`config.mk`:
```
export PLATFORM = sky130hd
export DESIGN_NAME = rename_state
export DESIGN_NICKNAME = d
export VERILOG_FILES = /design/src/rtl/rename_state.sv
export SDC_FILE = /design/constraint.sdc
export NUM_CORES = 1
export LEC_CHECK = 0
export ABC_CLOCK_PERIOD_IN_PS = 14800
export CAP_MARGIN = 20
export CELL_PAD_IN_SITES_DETAIL_PLACEMENT = 0
export CELL_PAD_IN_SITES_GLOBAL_PLACEMENT = 1
export CORE_MARGIN = 5
export CORE_UTILIZATION = 25
export CTS_CLUSTER_DIAMETER = 150
export DETAILED_ROUTE_END_ITERATION = 10
export HOLD_SLACK_MARGIN = 0.05
export PLACE_DENSITY_LB_ADDON = 0.1
export SETUP_SLACK_MARGIN = 0.4
export SLEW_MARGIN = 5
export SYNTH_ARGS = -nofsm -noshare
export SYNTH_HDL_FRONTEND = slang
export SYNTH_SLANG_ARGS = --single-unit
export TNS_END_PERCENT = 1
```
`constraint.sdc`:
```
create_clock -name clk -period 14.8 [get_ports clk]
set_input_delay 2.96 -clock clk [delete_from_list [all_inputs] [get_ports clk]]
set_output_delay 2.96 -clock clk [all_outputs]
set_load 0.02 [all_outputs]
```
`src/rtl/rename_state.sv`:
```
// Rename-stage state: speculative and committed register alias tables plus the physical
// free pool, wrapped around the combinational renamer as a one-stage pipeline to dispatch.
`ifndef PHYS_REGS
`define PHYS_REGS 32
`endif
`ifndef PR_ADDR_W
`define PR_ADDR_W 5
`endif

module rename_state (
    input  logic                        clk,
    input  logic                        rst_n,
    input  logic                        in_valid,
    output logic                        in_ready,
    input  logic [23:0]                 in_microop,
    output logic [`PHYS_REGS-3:0]       ren_free_pool,
    output logic [`PR_ADDR_W*10-1:0]    ren_rat_aliases,
    output logic [9:0]                  ren_rat_mask,
    input  logic [`PHYS_REGS-3:0]       ren_free_pool_after,
    input  logic [`PR_ADDR_W*10-1:0]    ren_new_rat_aliases,
    input  logic [9:0]                  ren_new_rat_mask,
    input  logic [2*`PR_ADDR_W-1:0]     ren_dst_regs,
    input  logic                        ren_valid,
    output logic                        out_valid,
    input  logic                        out_ready,
    output logic [23:0]                 out_microop,
    output logic [2*`PR_ADDR_W-1:0]     out_dst_regs,
    input  logic [1:0]                  commit_valid,
    input  logic [7:0]                  commit_arch,
    input  logic [2*`PR_ADDR_W-1:0]     commit_phys,
    input  logic                        flush,
    output logic [`PR_ADDR_W:0]         free_count
);
    localparam int NP = `PHYS_REGS - 2;
    localparam int AW = `PR_ADDR_W;
    localparam int NA = 10;

    function automatic logic [AW:0] popcount(input logic [NP-1:0] v);
        logic [AW:0] c;
        c = '0;
        for (int i = 0; i < NP; i++) begin
            c = c + {{AW{1'b0}}, v[i]};
        end
        return c;
    endfunction

    logic [NP-1:0]      pool_r, pool_s;
    logic [AW*NA-1:0]   spec_alias_r, spec_alias_s;
    logic [NA-1:0]      spec_mask_r, spec_mask_s;
    logic [AW*NA-1:0]   com_alias_r, com_alias_s;
    logic [NA-1:0]      com_mask_r, com_mask_s;
    logic               out_valid_r, out_valid_s;
    logic [23:0]        out_microop_r, out_microop_s;
    logic [2*AW-1:0]    out_dst_r, out_dst_s;
    logic [AW:0]        free_count_r;
    logic [NP-1:0]      release_s, flush_pool_s;
    logic [3:0]         arch_s;
    logic [AW-1:0]      phys_s, old_s, fp_phys_s;
    logic               in_ready_s, fire_s;

    assign in_ready_s = ~flush & ren_valid & (~out_valid_r | out_ready);
    assign fire_s     = in_valid & in_ready_s;

    // Committed RAT update, lane 0 before lane 1, collecting superseded phys registers
    always_comb begin
        com_alias_s = com_alias_r;
        com_mask_s  = com_mask_r;
        release_s   = '0;
        arch_s      = 4'd0;
        phys_s      = '0;
        old_s       = '0;
        for (int l = 0; l < 2; l++) begin
            arch_s = commit_arch[4*l +: 4];
            phys_s = commit_phys[AW*l +: AW];
            if (commit_valid[l] && (arch_s >= 4'd2) && (arch_s <= 4'd9)) begin
                old_s = com_alias_s[AW*arch_s +: AW];
                if (com_mask_s[arch_s] && (old_s >= AW'(2))) begin
                    release_s[old_s - AW'(2)] = 1'b1;
                end else begin
                    release_s = release_s;
                end
                com_alias_s[AW*arch_s +: AW] = phys_s;
                com_mask_s[arch_s]           = 1'b1;
            end else begin
                com_mask_s = com_mask_s;
            end
        end
    end

    // Pool rebuilt on flush: everything free except what the committed RAT still holds
    always_comb begin
        flush_pool_s = '1;
        fp_phys_s    = '0;
        for (int a = 2; a < NA; a++) begin
            fp_phys_s = com_alias_s[AW*a +: AW];
            if (com_mask_s[a] && (fp_phys_s >= AW'(2))) begin
                flush_pool_s[fp_phys_s - AW'(2)] = 1'b0;
            end else begin
                flush_pool_s = flush_pool_s;
            end
        end
    end

    // Speculative RAT and pool next state; released bits never overlap the renamer's pool
    always_comb begin
        pool_s       = pool_r | release_s;
        spec_alias_s = spec_alias_r;
        spec_mask_s  = spec_mask_r;
        if (flush) begin
            pool_s       = flush_pool_s;
            spec_alias_s = com_alias_s;
            spec_mask_s  = com_mask_s;
        end else if (fire_s) begin
            pool_s       = ren_free_pool_after | release_s;
            spec_alias_s = ren_new_rat_aliases;
            spec_mask_s  = ren_new_rat_mask;
        end else begin
            pool_s       = pool_r | release_s;
        end
    end

    // Dispatch-side output register
    always_comb begin
        out_valid_s   = out_valid_r;
        out_microop_s = out_microop_r;
        out_dst_s     = out_dst_r;
        if (flush) begin
            out_valid_s = 1'b0;
        end else if (fire_s) begin
            out_valid_s   = 1'b1;
            out_microop_s = in_microop;
            out_dst_s     = ren_dst_regs;
        end else if (out_ready) begin
            out_valid_s = 1'b0;
        end else begin
            out_valid_s = out_valid_r;
        end
    end

    // State registers
    always_ff @(posedge clk or negedge rst_n) begin
        if (!rst_n) begin
            pool_r        <= '1;
            spec_alias_r  <= '0;
            spec_mask_r   <= '0;
            com_alias_r   <= '0;
            com_mask_r    <= '0;
            out_valid_r   <= 1'b0;
            out_microop_r <= 24'd0;
            out_dst_r     <= '0;
            free_count_r  <= (AW+1)'(NP);
        end else begin
            pool_r        <= pool_s;
            spec_alias_r  <= spec_alias_s;
            spec_mask_r   <= spec_mask_s;
            com_alias_r   <= com_alias_s;
            com_mask_r    <= com_mask_s;
            out_valid_r   <= out_valid_s;
            out_microop_r <= out_microop_s;
            out_dst_r     <= out_dst_s;
            free_count_r  <= popcount(pool_s);
        end
    end

    assign in_ready        = in_ready_s;
    assign ren_free_pool   = pool_r;
    assign ren_rat_aliases = spec_alias_r;
    assign ren_rat_mask    = spec_mask_r;
    assign out_valid       = out_valid_r;
    assign out_microop     = out_microop_r;
    assign out_dst_regs    = out_dst_r;
    assign free_count      = free_count_r;
endmodule

```
==> flow_summary_export.csv <==
group,metric,value,unit
logic_synthesis,ys_seq_elements,191,
place,io_buffer_count,281,
drt,vias,18000,
floorplanning,floorplan.die_area,68000,sq um
logic_synthesis,post_synth.cell_area_avg,8.14,sq um
timing,worst_slew_pin_tran,1.10,ns
layout,layout-drive-gt1-share,0.0983,
cts,cts_tree,"built",
place,gp_routability_congestion,0.965,
global_routing,grt_start_max_net_pins,92,
drt,drt-wirelength-per-cell,33.0,microns
layout,layout.cells.most_common,"sky130_fd_sc_hd__nand2_1",
cts,cts_max_level,4,
logic_synthesis,yosysWarnings,0,
logic_synthesis,yosysSeqAreaShare,0.307,
pwr,pwr-share-comb,0.710,
layout,layout-area-overhead-vs-synth,28.8,%
floorplanning,start_util,0.251,
floorplanning,height_of_the_chip,261,microns
global_routing,grt_overflow_total,0,
pwr,peak_vdd_ir,490,uV
timing,report.final.hold_viol_count,0,
global_routing,grt_util_all_layers,0.285,
logic_synthesis,synth_async_sr_flop_share,1.00,
layout,num-nets-final,2395,
layout,postLayoutCellArea,20300,sq um
drt,route.final.wire_length,100000,microns
logic_synthesis,mappedNetlistArea,15700,sq um
logic_synthesis,yosys-mux-area-fraction,0.0326,
worst_setup_path,timing.critical_path.from_type,"primary input",
global_routing,grt_pass1_vias,17700,
timing,max_clock_freq,77.2,MHz
timing,setup_total_negative_slack,0,ns
cts,cts.sink_count,191,
drt,length_of_the_first_detailed_routing_pass_in_iterations,6,
logic_synthesis,postSynthCellCount,1933,
logic_synthesis,yosysUniqueCellTypes,102,
pwr,p_leak,0.00786,uW
timing,grt_setup_unrepaired,"false",
cts,postCtsHoldBufs,0,
cts,post_cts.resized_instances,0,
floorplanning,dieWidth,261,microns
timing,finalCritPeriodShare,0.875,
pwr,p_sw,2450,uW
timing,setup_violations,0,
worst_setup_path,cp_data_required_time,15.21,ns
worst_setup_path,crit_type,"primary input to register",
cts,cts-buffers-inserted,17,
floorplanning,core_region_area,62700,sq um
layout,area_occupied_by_multi_input_gates,10200,sq um
place,placed_cell_area,19600,sq um
layout,leading_cell_types_in_the_layout_fill_and_taps_excluded,"303 x sky130_fd_sc_hd__nand2_1, 278 x sky130_fd_sc_hd__clkdlybuf4s50_1, 157 x sky130_fd_sc_hd__dfrtp_1, 115 x sky130_fd_sc_hd__nor2_1, 108 x sky130_fd_sc_hd__nand3_1",
global_routing,initial_antenna_violation_count,4,
pwr,power_density,236,nW/um^2
logic_synthesis,postSynthNetCount,2144,
flow_run,timing.max_cap.violations,0,
cts,cts-root-buf,"sky130_fd_sc_hd__clkbuf_16",
layout,final.fill_count,6716,
pwr,p_seq_frac,0.177,
drt,ant_nets,0,
floorplanning,std_cell_rows,92,
hold_path,hold_class,"register to register",
global_routing,wire_length_of_the_first_global_routing_pass,138000,microns
logic_synthesis,synthSimpleGateAreaFrac,0.274,
worst_setup_path,cpPeakStageDelay,0.81,ns
drt,drcViolationCount,0,
logic_synthesis,synth_ff_type,"sky130_fd_sc_hd__dfrtp_1",
cts,clockBufferDepth,2,
worst_setup_path,end_kind,"register",
outcome,run_status,"complete, no violations",
floorplanning,io_pins,282,
pwr,p_int,2340,uW
worst_setup_path,worstPathArrival,13.36,ns
cts,post_cts_buffers,0,
logic_synthesis,synth-xor-area-share,0.0172,
worst_setup_path,critical_path.slowest_cell,"sky130_fd_sc_hd__nor4bb_1",
logic_synthesis,synth_edf_count,0,
timing,slew_headroom,0.265,
pwr,power.share.clock,0.113,
logic_synthesis,synth_top_family_by_area,"simple AND/OR/NAND/NOR gates",
timing,hold-worst-slack,0.478,ns
layout,area.sequential,4820,sq um
timing,finalWorstSetupSlack,1.85,ns
drt,drtIter0Drc,1906,
drt,vias_per_cell,5.90,
pwr,power.switching_fraction,0.512,
place,dp_worst_setup_slack,1.30,ns
timing,finalClockSkew,0.0161,ns
timing,finalCriticalPeriod,12.95,ns
logic_synthesis,synth_compound_area_frac,0.264,
place,hpwlAfterDp,81200,microns
timing,drv_slew,0,
logic_synthesis,yosys.area_share.adder,0.0590,
cts,worst_skew_pair.late_latency,0.52,ns
worst_setup_path,path_max_fanout,25,
cts,clkSlewWorstSetupHoldPaths,0.09,ns
pwr,overall_power_of_the_completed_layout,4790,uW
==> layer usage <==
layer  global-route usage  part of all wire  up-vias
li1                     -                 -     7799
met1                0.381              0.43     9138
met2                0.478              0.48      887
met3               0.0500             0.068      129
met4               0.0688             0.024        4
met5              0.00877           0.00090        -
==> critical path: cells and delay by family <==
family / cells / cell delay, ns
adders and majority gates: 9 / 4.08
AOI/OAI and AO/OA: 6 / 1.92
buffers and inverters: 8 / 1.14
and+or+nand+nor: 7 / 3.23
==> state kept, by name, summed over array words and instances, names as in the netlist <==
name             cells
out_microop         24
com_alias_r         50
out_valid            1
out_dst_regs        10
ren_rat_aliases     50
ren_rat_mask        10
free_count           6
com_mask_r          10
ren_free_pool       30
==> power groups by stage <==
stage	combinational, uW	clock, uW	sequential [uW]
floorplan	2120	0	915
global placement	3430	0	857
detailed placement	3400	0	854
CTS	3420	558	848
global route	3790	576	860
finish	3400	541	850
==> final timing paths <==
kind                            depth (start not counted)             from  slack [ns]             endpoint
worst max-delay path                                   30   commit_arch[1]        1.85        free_count[5]
worst min-delay path                                    2  out_microop[20]        0.48      out_microop[20]
worst min register to register                          2  out_microop[20]        0.48      out_microop[20]
max in group asynchronous                               3            rst_n       10.25  ren_rat_aliases[22]
min in group asynchronous                               1            rst_n        2.43        com_mask_r[3]
worst max register to register                         25   com_alias_r[2]        6.13        free_count[5]
==> area by class of cell <==
cell class | count | area share
antenna | 3 | 0.000370
clock buffer | 17 | 0.0210
clock inverter | 15 | 0.0112
inverter | 84 | 0.0156
multi-input combinational | 1555 | 0.503
sequential | 191 | 0.238
tap | 846 | 0.0522
timing repair buffer | 335 | 0.159
==> stage by stage <==
stage / std cells / util
floorplan: 1933 / -
global placement: 3010 / 0.312
detailed placement: 3010 / 0.312
CTS: 3042 / 0.323
global route: 3044 / 0.323
finish: 3046 / 0.323
==> logic make-up after synthesis <==
family | Yosys count
simple gates | 866
compound gates | 565
xor+xnor | 30
fa+ha+maj | 61
flops | 191
mux | 33
buf+inv | 187
==> cells in the mapped netlist, drive strengths merged, types with 13 or more instances <==
library cell | instances | area (sq um)
o21ai | 106 | 531
inv | 83 | 312
nand3 | 108 | 541
dfstp | 34 | 893
a22oi | 69 | 518
and3 | 35 | 219
or4 | 15 | 113
dfrtp | 157 | 3930
and2 | 30 | 188
nand4 | 17 | 106
buf | 29 | 138
nor2 | 116 | 435
a31o | 18 | 158
xnor2 | 18 | 158
ha | 39 | 488
o32ai | 13 | 114
nor3b | 17 | 138
a211oi | 31 | 238
nand2b | 17 | 106
a21oi | 51 | 255
o21a | 13 | 97.6
o221ai | 13 | 114
clkbuf | 74 | 278
mux4 | 13 | 293
a32oi | 16 | 140
a31oi | 48 | 334
nor3 | 77 | 395
o31ai | 17 | 138
nor2b | 13 | 81.3
nand2 | 305 | 1150
fa | 22 | 440
a211o | 20 | 175
or3 | 32 | 200
o22ai | 17 | 106
nor4 | 32 | 219
mux2 | 13 | 150
No activity file was read; power rests on OpenSTA's default activity.
